**src/rtl/logic_gate_pkg.sv**
```systemverilog
// Shared op encodings and the per-bit gate evaluation used by logic_gate_pipe.
package logic_gate_pkg;

    typedef logic [2:0] op_t;

    localparam op_t OP_NAND   = 3'd0;
    localparam op_t OP_NOR    = 3'd1;
    localparam op_t OP_AND    = 3'd2;
    localparam op_t OP_OR     = 3'd3;
    localparam op_t OP_XOR    = 3'd4;
    localparam op_t OP_XNOR   = 3'd5;
    localparam op_t OP_NOT_A  = 3'd6;
    localparam op_t OP_PASS_A = 3'd7;

    // Bit-level so the same function serves any operand width.
    function automatic logic gate_bit(input op_t op, input logic a, input logic b);
        logic r;
        case (op)
            OP_NAND:   r = ~(a & b);
            OP_NOR:    r = ~(a | b);
            OP_AND:    r = a & b;
            OP_OR:     r = a | b;
            OP_XOR:    r = a ^ b;
            OP_XNOR:   r = ~(a ^ b);
            OP_NOT_A:  r = ~a;
            default:   r = a;
        endcase
        return r;
    endfunction

endpackage

```
**src/rtl/logic_gate_stage.sv**
```systemverilog
// One pipeline slot: valid bit, result word and reduction flags, with its own advance logic.
module logic_gate_stage
    import logic_gate_pkg::*;
#(
    parameter int WIDTH = 8
) (
    input  logic             clk,
    input  logic             rst_n,
    input  logic             prev_valid,
    input  logic [WIDTH-1:0] prev_data,
    input  logic             prev_any,
    input  logic             prev_all,
    input  logic             next_ready,
    output logic             valid,
    output logic [WIDTH-1:0] data,
    output logic             flag_any,
    output logic             flag_all,
    output logic             advance
);

    assign advance = ~valid | next_ready;

    // NOTE: state registers use non-blocking assignment so every slot samples its
    // neighbour's pre-edge value; blocking here would let items skip slots.
    always_ff @(posedge clk or negedge rst_n) begin
        if (!rst_n) begin
            valid    <= 1'b0;
            // NOTE: the payload is reset as well, because the last slot drives
            // out_data/out_any/out_all directly and those must read 0 after reset.
            data     <= '0;
            flag_any <= 1'b0;
            flag_all <= 1'b0;
        end else if (advance) begin
            valid <= prev_valid;
            if (prev_valid) begin
                data     <= prev_data;
                flag_any <= prev_any;
                flag_all <= prev_all;
            end
        end
    end

endmodule

```
**src/rtl/logic_gate_pipe.sv**
```systemverilog
// Pipelined WIDTH-bit logic unit with valid/ready streaming, reduction flags and a
// saturating output-transfer counter.
module logic_gate_pipe
    import logic_gate_pkg::*;
#(
    parameter int WIDTH  = 8,
    parameter int STAGES = 2,
    parameter int CNT_W  = 16
) (
    input  logic             clk,
    input  logic             rst_n,
    input  logic             in_valid,
    output logic             in_ready,
    input  logic [WIDTH-1:0] in_a,
    input  logic [WIDTH-1:0] in_b,
    input  logic [2:0]       in_op,
    output logic             out_valid,
    input  logic             out_ready,
    output logic [WIDTH-1:0] out_data,
    output logic             out_any,
    output logic             out_all,
    input  logic             clr_count,
    output logic [CNT_W-1:0] txn_count
);

    logic [WIDTH-1:0] entry_data;
    logic             entry_any;
    logic             entry_all;

    // NOTE: every always_comb output gets a default before the loop so no path
    // leaves it unassigned, which would infer a latch.
    always_comb begin
        entry_data = '0;
        for (int i = 0; i < WIDTH; i++) begin
            entry_data[i] = gate_bit(op_t'(in_op), in_a[i], in_b[i]);
        end
    end

    assign entry_any = |entry_data;
    assign entry_all = &entry_data;

    // Separate per-slot signals keep the backward ready chain free of self-dependent vectors.
    for (genvar k = 0; k < STAGES; k++) begin : g_slot
        logic             prev_valid;
        logic [WIDTH-1:0] prev_data;
        logic             prev_any;
        logic             prev_all;
        logic             next_ready;
        logic             valid;
        logic [WIDTH-1:0] data;
        logic             flag_any;
        logic             flag_all;
        logic             advance;

        if (k == 0) begin : g_head
            assign prev_valid = in_valid;
            assign prev_data  = entry_data;
            assign prev_any   = entry_any;
            assign prev_all   = entry_all;
        end else begin : g_link
            assign prev_valid = g_slot[k-1].valid;
            assign prev_data  = g_slot[k-1].data;
            assign prev_any   = g_slot[k-1].flag_any;
            assign prev_all   = g_slot[k-1].flag_all;
        end

        if (k == STAGES - 1) begin : g_tail
            assign next_ready = out_ready;
        end else begin : g_mid
            assign next_ready = g_slot[k+1].advance;
        end

        logic_gate_stage #(.WIDTH(WIDTH)) u_stage (
            .clk        (clk),
            .rst_n      (rst_n),
            .prev_valid (prev_valid),
            .prev_data  (prev_data),
            .prev_any   (prev_any),
            .prev_all   (prev_all),
            .next_ready (next_ready),
            .valid      (valid),
            .data       (data),
            .flag_any   (flag_any),
            .flag_all   (flag_all),
            .advance    (advance)
        );
    end

    // in_ready depends combinationally on out_ready through the advance chain.
    assign in_ready  = g_slot[0].advance;
    assign out_valid = g_slot[STAGES-1].valid;
    assign out_data  = g_slot[STAGES-1].data;
    assign out_any   = g_slot[STAGES-1].flag_any;
    assign out_all   = g_slot[STAGES-1].flag_all;

    always_ff @(posedge clk or negedge rst_n) begin
        if (!rst_n) begin
            txn_count <= '0;
        end else if (clr_count) begin
            txn_count <= '0;
        end else if (out_valid && out_ready && (txn_count != '1)) begin
            txn_count <= txn_count + CNT_W'(1);
        end
    end

endmodule

```
**config.mk**
```make
export PLATFORM = sky130hd
export DESIGN_NAME = logic_gate_pipe
export DESIGN_NICKNAME = d
export VERILOG_FILES = /design/src/rtl/logic_gate_pkg.sv /design/src/rtl/logic_gate_stage.sv /design/src/rtl/logic_gate_pipe.sv
export SDC_FILE = /design/constraint.sdc
export NUM_CORES = 1
export LEC_CHECK = 0
export ABC_AREA = 1
export CORE_MARGIN = 5
export CORE_UTILIZATION = 24
export DETAILED_ROUTE_END_ITERATION = 10
export HOLD_SLACK_MARGIN = 0.03
export PLACE_DENSITY = 0.5
export SYNTH_ARGS = -nofsm -noshare
export SYNTH_HDL_FRONTEND = slang
export SYNTH_SLANG_ARGS = --single-unit
export TNS_END_PERCENT = 30
```
**constraint.sdc**
```tcl
create_clock -name clk -period 2.3 [get_ports clk]
set_clock_uncertainty 0.1 [all_clocks]
set_input_delay 0.345 -clock clk [delete_from_list [all_inputs] [get_ports clk]]
set_output_delay 0.345 -clock clk [all_outputs]
set_load 0.01 [all_outputs]
```
==> results.json <==
{
  "postLayoutCellArea_um2": 3647,
  "place.gp.congestion": 0.7788,
  "antenna_found_initial": 0,
  "cp_max_fo": 3,
  "nets": 487,
  "design.die.area_um2": 13910,
  "cts_hold_buf": 0,
  "wirelength_um": 7113,
  "rsz0062_at_grt": "false",
  "cp.required_ns": 1.86,
  "timing.critical_path.mode_cell": "clkdlybuf4s50_1",
  "placed_area_um2": 3512,
  "clock.fmax_mhz": 480.2,
  "diodes": 0,
  "gr-usage-all-layers_pct": 10.36,
  "relSlewSlack_pct": 43.81,
  "viasPerCell": 4.430,
  "dpl.hpwl_um": 5617,
  "num_rows": 39,
  "dieHeight_um": 117.9,
  "maxCapViolations": 0,
  "arrival_ns": 1.64,
  "netlist_area_um2": 2795,
  "avgSynthCellArea_um2": 7.298,
  "synth_cell_types": 32,
  "post-route-min-period_ns": 2.082,
  "grt_max_degree": 39,
  "cpPeakStageDelay_ns": 0.56,
  "final-setup-viol-count": 0,
  "rr_worst_depth": 10,
  "tns_ns": 0,
  "synth_cells": 383,
  "drive_gt1_share_pct": 14.57,
  "r2r_setup_slack_ns": 0.24,
  "cts_tree": "yes",
  "grt_pass1_vias": 2574,
  "clockRootBuffer": "clkbuf_16",
  "fin_crit_sh_pct": 90.54,
  "drc": 0,
  "cts.path.max_buffers": 2,
  "slew_violations": 0,
  "hp-class": "in -> async",
  "hold_ws_ns": 0.06779,
  "ys_seq_elements": 38,
  "critPathSlowestCell": "clkdlybuf4s50_1",
  "pwr_density_cell_nw_per_um2": 542.7,
  "gr-total-overflow": 0,
  "ys_warn_count": 0,
  "start_util_pct": 24.48,
  "end_kind": "output pin",
  "clkLatencyLatePin_ns": 0.28,
  "critPathLaunchType": "primary input",
  "cp_cell_sequence": "clkdlybuf4s50_1 -> inv_1 -> nand3_1 -> clkdlybuf4s50_1",
  "postRouteAntennaNets": 0,
  "ir_worst_vdd_mv": 0.2590,
  "cts_resized": 0,
  "fin_util_pct": 31.94,
  "dieWidth_um": 117.9,
  "cts_max_level": 2,
  "status": "finished clean",
  "cts_buffers": 5,
  "finalNonFillerCells": 589,
  "post-cts-setup-buffer-count": 0,
  "fp.coreArea_um2": 11420,
  "place_ws_ns": 0.005179,
  "syn_nets": 424,
  "placedCellCount": 582,
  "routedWlPerCell_um": 12.08,
  "boundaryPins": 52,
  "first_iter_violations": 155,
  "critical_path_class": "in -> out",
  "worst_slack_ns": 0.2177,
  "power.total_mw": 1.979,
  "synth_seq_area_share_pct": 34.02,
  "cts_sinks": 38,
  "worst_pin_slew_ns": 0.8428,
  "io_buffers": 51,
  "num_vias": 2609,
  "worstReg2RegStart": "txn_count[0]",
  "area_delta_synth_final_pct": 30.48,
  "dr.pass1.iters": 4,
  "clk_pin_slew_ns": 0.06,
  "leakagePower_nw": 1.712,
  "r2r_end": "txn_count[14]",
  "grt_pass1_wl_um": 12150,
  "final-hold-violation-count": 0
}
==> worst max-delay path by stage <==
| stage | depth (start not counted) | endpoint | slack (ns) | from |
|---|---|---|---|---|
| after floorplan | 11 | txn_count[8] | 0.54 | txn_count[0] |
| after global placement | 10 | g_slot[0].u_stage.flag_any | 0.04 | in_op[2] |
| after detailed placement | 12 | g_slot[0].u_stage.flag_all | 0.005 | in_op[0] |
| after CTS | 4 | in_ready | 0.20 | out_ready |
| after global routing | 12 | g_slot[0].u_stage.flag_all | 0.04 | in_op[1] |
| final | 4 | in_ready | 0.22 | out_ready |
==> synth_stat cells (all sizes together) <==
cell	instances	area, um2
buf	8	72.56
nand4	12	81.33
a21oi	9	63.81
xor2	3	26.28
clkbuf	2	7.510
inv	54	205.2
a31oi	1	6.260
nor2	60	267.8
nand3	35	230.2
nor4	1	6.260
nand2	93	356.6
mux2	4	45.04
dfrtp	38	950.9
clkinv	1	3.750
nor3	5	36.29
nand3b	7	52.55
ha	17	212.7
a31o	1	8.760
o21ai	31	155.2
and3	1	6.260
==> state kept, by name, indices dropped and copies added (netlist names) <==
signal	cells
g_slot.u_stage.valid	2
g_slot.u_stage.data	16
g_slot.u_stage.flag_any	2
txn_count	16
g_slot.u_stage.flag_all	2
==> per-layer routing <==
layer	part of all wire [%]	routed length, um	track usage (%)
met4	1.5	110	3.369
met5	0	0	0
met2	47	3310	17.01
met3	6.1	437	2.643
met1	46	3254	13.25
==> layout make-up <==
cell class,instances,area [um2]
fillers,1233,7771
multi-input cells,280,1555
flip-flops and latches,38,950.9
repair buffers,66,618.1
inverters,55,209.0
well taps,143,178.9
clock buffers,5,125.1
clock inverters,2,10.01
==> power breakdown <==
part	internal, mW	total (mW)	switching (mW)	leakage, nW
Combinational	0.249	0.531	0.282	1.15
Clock	0.391	0.645	0.254	0.0694
Sequential	0.754	0.803	0.0494	0.491
==> critical path: cells and delay by family <==
family | cells | cell delay [ns]
simple gates | 1 | 0.14
buf+inv | 3 | 1.15
==> cell usage in the layout, fill, tap and decap left out, types with 4 or more instances in the layout <==
cell	count
nand2_1	90
clkdlybuf4s50_1	50
inv_1	49
nor2_1	49
dfrtp_1	38
o21ai_0	25
nand3_1	24
ha_1	17
buf_4	15
nand3_2	11
nand4_1	11
nor2_2	8
nand3b_1	7
o21ai_1	6
a21oi_2	5
clkbuf_16	5
inv_2	4
nor3_1	4
mux2_2	4
a21oi_1	4
==> logic make-up after synthesis <==
kind of cell / count (synthesis) / share of synthesized area (%)
AOI/OAI and AO/OA: 42 / 8.371
DFF: 38 / 34.02
and+or+nand+nor: 214 / 37.11
adders and majority gates: 17 / 7.610
buffers and inverters: 65 / 10.34
xor gates and xnor gates: 3 / 0.9402
muxes: 4 / 1.611
No activity file was read; power rests on OpenSTA's default activity.
